[src/rtl/popcount_window_stats.sv]
// rtl/popcount_window_stats.sv - windowed sum/min/max/count reduction of a popcount stream
// Optional zero-sample counter: define POPCOUNT_STATS_ZERO_CNT_EN.
module popcount_window_stats #(
    parameter int WIDTH  = 32,
    parameter int WINDOW = 16,
    parameter int CNT_W  = $clog2(WIDTH + 1) + 1,
    parameter int N_W    = $clog2(WINDOW + 1),
    parameter int SUM_W  = CNT_W + N_W
) (
    input  logic             clk_i,
    input  logic             arst_n_i,
    input  logic             data_val_i,
    input  logic [CNT_W-1:0] data_i,
    input  logic             flush_i,
    output logic             stat_val_o,
    input  logic             stat_ready_i,
    output logic [SUM_W-1:0] sum_o,
    output logic [CNT_W-1:0] min_o,
    output logic [CNT_W-1:0] max_o,
    output logic [N_W-1:0]   n_o,
    output logic [N_W-1:0]   zero_cnt_o,
    output logic             overrun_o
);

    typedef enum logic {EMPTY, ACCUM} state_t;

    state_t           state, state_nxt;
    logic [SUM_W-1:0] acc_sum, rec_sum;
    logic [CNT_W-1:0] acc_min, acc_max, rec_min, rec_max, d_c;
    logic [N_W-1:0]   acc_n, rec_n, rec_zc;
    logic             close;

    // rec_* is the window including this cycle's sample, i.e. what a close would emit
    always_comb begin
        d_c       = (data_i > CNT_W'(WIDTH)) ? CNT_W'(WIDTH) : data_i;
        rec_sum   = acc_sum + (data_val_i ? SUM_W'(d_c) : '0);
        rec_n     = acc_n + N_W'(data_val_i);
        rec_min   = acc_min;
        rec_max   = acc_max;
        if (data_val_i) begin
            if (state == EMPTY || d_c < acc_min) rec_min = d_c;
            if (state == EMPTY || d_c > acc_max) rec_max = d_c;
        end
        close     = (state == ACCUM && flush_i) ||
                    (data_val_i && (flush_i || rec_n == N_W'(WINDOW)));
        state_nxt = state;
        if (close)           state_nxt = EMPTY;
        else if (data_val_i) state_nxt = ACCUM;
    end

    always_ff @(posedge clk_i or negedge arst_n_i) begin
        if (!arst_n_i) state <= EMPTY;
        else           state <= state_nxt;
    end

    always_ff @(posedge clk_i or negedge arst_n_i) begin
        if (!arst_n_i) begin
            acc_sum <= '0;
            acc_min <= '0;
            acc_max <= '0;
            acc_n   <= '0;
        end else if (close) begin
            acc_sum <= '0;
            acc_min <= '0;
            acc_max <= '0;
            acc_n   <= '0;
        end else if (data_val_i) begin
            acc_sum <= rec_sum;
            acc_min <= rec_min;
            acc_max <= rec_max;
            acc_n   <= rec_n;
        end
    end

`ifdef POPCOUNT_STATS_ZERO_CNT_EN
    logic [N_W-1:0] acc_zc;
    assign rec_zc = acc_zc + N_W'(data_val_i && d_c == '0);

    always_ff @(posedge clk_i or negedge arst_n_i) begin
        if (!arst_n_i)       acc_zc <= '0;
        else if (close)      acc_zc <= '0;
        else if (data_val_i) acc_zc <= rec_zc;
    end
`else
    assign rec_zc = '0;
`endif

    // A close may reuse the slot in the very cycle it is being handed off
    always_ff @(posedge clk_i or negedge arst_n_i) begin
        if (!arst_n_i) begin
            stat_val_o <= 1'b0;
            sum_o      <= '0;
            min_o      <= '0;
            max_o      <= '0;
            n_o        <= '0;
            zero_cnt_o <= '0;
            overrun_o  <= 1'b0;
        end else begin
            overrun_o <= close && stat_val_o && !stat_ready_i;
            if (close && (!stat_val_o || stat_ready_i)) begin
                stat_val_o <= 1'b1;
                sum_o      <= rec_sum;
                min_o      <= rec_min;
                max_o      <= rec_max;
                n_o        <= rec_n;
                zero_cnt_o <= rec_zc;
            end else if (stat_val_o && stat_ready_i) begin
                stat_val_o <= 1'b0;
            end
        end
    end

endmodule
[config.mk]
export PLATFORM = sky130hd
export DESIGN_NAME = popcount_window_stats
export DESIGN_NICKNAME = d
export VERILOG_FILES = /design/src/rtl/popcount_window_stats.sv
export SDC_FILE = /design/constraint.sdc
export NUM_CORES = 1
export LEC_CHECK = 0
export CAP_MARGIN = 20
export CORE_MARGIN = 8
export CORE_UTILIZATION = 48
export CTS_BUF_LIST = sky130_fd_sc_hd__clkbuf_16
export CTS_CLUSTER_DIAMETER = 120
export CTS_CLUSTER_SIZE = 10
export DETAILED_ROUTE_END_ITERATION = 8
export PLACE_DENSITY = 0.69
export SLEW_MARGIN = 5
export SYNTH_ARGS = -nofsm -noshare
export SYNTH_HDL_FRONTEND = slang
export SYNTH_SLANG_ARGS = --single-unit
export TNS_END_PERCENT = 30
[constraint.sdc]
create_clock -name clk_i -period 2.75 [get_ports clk_i]
set_input_delay 0.275 -clock clk_i [delete_from_list [all_inputs] [get_ports clk_i]]
set_output_delay 0.275 -clock clk_i [all_outputs]
set_load 0.02 [all_outputs]
# Word level (Yosys, flattened, before mapping)
# Index checks and enable logic that the tools add are counted.
[word_totals]
register_bits = 65
latch_bits = 0
ram_bits = 0
mem_bits_ro = 0
in_bits = 12
output_inout_bits = 38
wordCells = 51
mem_count = 0
[op_classes]
addsub = 2
mul = 0
n_div = 0
n_lt_le_gt_ge = 3
eq_ne = 1
n_shift = 0
mux = 18
bitwise = 1
n_reduce_logical = 15
[ops]
columns = ["operator", "n"]
rows = [
  ["7-bit 2-to-1 mux", 10],
  ["12-bit 2-to-1 mux", 2],
  ["12-bit by 7-bit adder with 12-bit output", 1],
  ["5-bit 2-to-1 mux", 2],
  ["7-bit by 6-bit greater-than comparator with 1-bit output (second input constant)", 1],
  ["7-bit greater-than comparator", 1],
  ["7-bit < comparator", 1],
  ["1-bit logical AND", 6],
  ["5-bit by 1-bit adder with 5-bit output", 1],
  ["5-bit equality test (second input constant)", 1],
  ["1-bit logical OR", 5],
  ["1-bit 2-to-1 mux", 4],
  ["2-bit nonzero test", 2],
  ["1-bit logical NOT", 2],
  ["1-bit inverter", 1],
]

# Logic depth before layout (Yosys ltp)
[depth]
word_depth = 8
mapped_depth = 11
ltp_nobuf = 10

# Worst setup path before layout
# OpenSTA, ideal clock, no wires.
[synth_timing]
path_type = "input -> register"
start = "input data_i[6]"
end = "register acc_max[0]"
setup_ps = 67
arrival_time_ps = 2209
path_slack_ps = 474
stages = 11
n_path_buf = 2
cell_sequence = "nor2_2 -> and2_1 -> clkbuf_1 -> ha_1 -> and4_1 -> nand4_1 -> o21ai_1 -> a21oi_2 -> and2_0 -> buf_2 -> a22o_1"
[synth_between]
elab_chain_cells = 8
[synth_rtl]
columns = ["item", "line", "source"]
rows = [
  ["start: declaration", "13", "input logic [CNT_W-1:0] data_i,"],
  ["7-bit by 6-bit greater-than comparator with 1-bit output", "35", "d_c = (data_i > CNT_W'(WIDTH)) ? CNT_W'(WIDTH) : data_i;"],
  ["7-bit 2-to-1 mux *", "35", ""],
  ["7-bit greater-than comparator", "42", "if (state == EMPTY || d_c > acc_max) rec_max = d_c;"],
  ["1-bit logical OR", "42", ""],
  ["7-bit 2-to-1 mux *", "42", ""],
  ["7-bit 2-to-1 mux *", "40", "if (data_val_i) begin"],
  ["7-bit 2-to-1 mux *", "67", "end else if (data_val_i) begin"],
  ["7-bit 2-to-1 mux *", "62", "end else if (close) begin"],
  ["end signal: assignment", "70", "acc_max <= rec_max;"],
  ["end: declaration", "29", "logic [CNT_W-1:0] acc_min, acc_max, rec_min, rec_max, d_c;"],
]
# Every way passes the cells marked *; elsewhere a longest branch is shown, timed or not. The select of a mux whose other input is x is not followed.
# A chain may end at the register's enable or synchronous reset.

# Final worst setup path
[layout_timing]
start = "input data_val_i"
end = "register n_o[4]"
[layout_between]
elab_chain_cells = 6
[layout_rtl]
columns = ["item", "line", "source"]
rows = [
  ["start: declaration", "12", "input logic data_val_i,"],
  ["5-bit by 1-bit adder with 5-bit output", "37", "rec_n = acc_n + N_W'(data_val_i);"],
  ["named net rec_n[1]", "30", "logic [N_W-1:0] acc_n, rec_n, rec_zc;"],
  ["5-bit equality test", "45", "(data_val_i && (flush_i || rec_n == N_W'(WINDOW)));"],
  ["1-bit logical OR", "45", ""],
  ["1-bit logical AND", "45", ""],
  ["1-bit logical OR", "44", "close = (state == ACCUM && flush_i) ||"],
  ["1-bit logical AND", "100", "if (close && (!stat_val_o || stat_ready_i)) begin"],
  ["end signal: assignment", "105", "n_o <= rec_n;"],
  ["end: declaration", "20", "output logic [N_W-1:0] n_o,"],
]
# The timed path passes the listed nets, and every way through them passes these cells.

==> metrics <==
Synth area leaders dfrtp_1 (46%), ha_1 (7.0%), nand2_1 (6.0%), a22o_1 (4.9%), o21ai_0 (3.4%); Fmax 0.395 GHz; most used cell, CP ha_1; Post-synth EDFFs 0; clock network power share 0.360; worst skew pair latency 0.32 ns; Max VDD drop 0.330 mV; Site Rows 31; drc violations 0; port bufs 44; CP cell instances clkdlybuf4s50_1 > ha_1 > ha_1 > nor3b_1 > mux2_2 > o211ai_2 > nand2b_1 > buf_4 > o21ai_0; die height 102 um; multi-input combinational cell area 1770 um2; status finished with violations; Sw Share 0.288; combinational fraction of design power 0.234; syn_area_per_cell 9.77 um2; nets 467; leakage power 2.11 nW; Die ar. 10,400 um2; Top FF cell, synth dfrtp_1; Worst-Margin Slew 0.714 ns; post-route setup slack 0.219 ns; synthesized flop and latch total 65; Slew headroom 0.524; initial antenna violation count 0; critical path type in -> reg; Unique masters post-synth 51; vias per cell 5.15; top post-synthesis cells by count dfrtp_1 (65), nand2_1 (57), o21ai_0 (24); final setup TNS 0 ns; PD cells 593 nW/um2; Crit path largest cell delay 0.54 ns; crit start category input port; post-layout min period 2.53 ns; RSZ-0062 raised after global routing no; final core occ 0.632; WP data arrival 2.72 ns; Reg power frac 0.407; async set-reset flop share out of synthesis 1.00; CTS Root Cell clkbuf_16; Synth Instances 364; Core ar. 7210 um2; drt wl/cell 14.8 um; # diodes 0; mapped cell area 3550 um2; layout cells sized above 1 0.128; CTS Hold Bufs 0; gr ovfl total 0; Seq. cell area 1630 um2; die width 102 um; NetSw 0.000777 W; Reg clk slew, reported paths 0.05 ns; clk sinks 65; Yosys top cell by area dfrtp_1; starting density of the core 0.493; cell with the most instances after synthesis dfrtp_1; Fin Hold WS -0.00305 ns; largest net degree at the start of global routing 38; CTS tree built; Finished Cell Area 4560 um2; final setup vio count 0; first-pass GRT wire length 13,100 um; sequential cell area fraction in the yosys report 0.458; Internal Power 0.00192 W; slowest stage cell, crit path clkdlybuf4s50_1; Worst Setup End Kind flip-flop; Final Hold Vio Count 2; Iter 0 DRT Violations 73; Pre-antenna DRT Iters 4; post-synth top area share 0.458; placed inst area 4300 um2; WP data required 2.94 ns; failing checks negative hold slack; Tot GR Track Use 0.161; IO Pins 50; Tcrit/Tclk final 0.920; CTS buffer count 9; CP delay by family, top buffers and inverters; Setup Skew 0.00592 ns; crit-path max FO 37; Slew Limit Fails 0; Vias 2,767; yosys warns 0; min-delay worst type in -> async; clk buf depth 2; gpl congestion 0.832; post-DP HPWL 6090 um; Setup WS pre-CTS -0.117 ns; max cap viols 0; Critical path buffers and inverters 2; CTS HTree Levels 3; Routed Antenna Nets 0; Routed WL 7950 um; # fillers 643; Area Overhead vs Synth 28.2%; vias in the first global route 2,758
[final cells by class]
type / instances / share of cell area
Multi-Input combinational cell: 263 / 0.388
Clock inverter: 6 / 0.00604
Sequential cell: 65 / 0.357
Inverter: 22 / 0.0181
Timing Repair Buffer: 73 / 0.154
Tap cell: 99 / 0.0272
Clock buffer: 9 / 0.0494
[final timing paths]
path	cells after the start	slack [ns]	from	end
hold reg to reg	2	0.47	min_o[6]$_DFFE_PN0P_	min_o[6]$_DFFE_PN0P_
min in group clk_i	2	0.47	min_o[6]$_DFFE_PN0P_	min_o[6]$_DFFE_PN0P_
hold / removal	1	-0.003	arst_n_i	sum_o[4]$_DFFE_PN0P_
setup reg to reg	8	0.43	acc_n[0]$_DFFE_PN0P_	n_o[4]$_DFFE_PN0P_
max in group asynchronous	2	2.12	arst_n_i	acc_min[6]$_DFFE_PN0P_
setup / recovery	9	0.22	data_val_i	n_o[4]$_DFFE_PN0P_
[state kept, by name (all words and copies together), names as in the netlist]
signal and flops:
acc_min 7, max_o 7, acc_n 5, min_o 7
acc_max 7, overrun_o 1, sum_o 12, acc_sum 12
n_o 5, stat_val_o 1, state 1
[stage by stage]
stage	cells	total power (W)	hold WS, ns
5_1_grt	537	0.00283	0.0634
4_1_cts	537	0.00273	0.0309
2_1_floorplan	371	0.00146	-0.0206
3_3_place_gp	522	0.00174	0.362
3_5_place_dp	522	0.00175	0.382
6_report	537	0.00270	-0.00305
[power groups by stage]
stage	combinational, W	sequential, W	clock (W)
after global routing	0.000692	0.00111	0.00102
final	0.000631	0.00110	0.000973
after detailed placement	0.000635	0.00111	0
after CTS	0.000640	0.00110	0.000993
after floorplan	0.000258	0.00120	0
after global placement	0.000628	0.00111	0
[cell usage in the layout (no fill, tap or decap), types with 9 or more instances in the layout]
master	Yosys	routed
xnor2_1	12	12
o21ai_1	10	10
nand2_1	57	57
clkbuf_16	0	9
dfrtp_1	65	65
o21ai_0	24	24
clkdlybuf4s50_1	0	43
buf_4	5	25
inv_1	21	22
mux2i_1	11	11
ha_1	20	20
a21oi_1	14	14
a22o_1	20	20
nor2_1	11	11
[repair_timing]
action | in CTS | in global routing
gates resized for setup | 0 | 1
setup endpoints to repair | 0 | 4
buffers inserted | 0 | 0
[routing by layer]
metal / wire, um / vias up / GRT usage
met5: 0 / - / 0
met4: 131 / 0 / 0.0722
met3: 360 / 10 / 0.0232
met2: 3500 / 53 / 0.247
met1: 3960 / 1305 / 0.219
li1: - / 1399 / -
[kinds of logic after synthesis]
group / synth area share
fa+ha+maj: 0.0788
mux: 0.0341
buf+inv: 0.0535
simple gates: 0.151
xor+xnor: 0.0419
other cells: 0.00105
compound gates: 0.182
flops: 0.458
(Power assumes the default switching activity.)
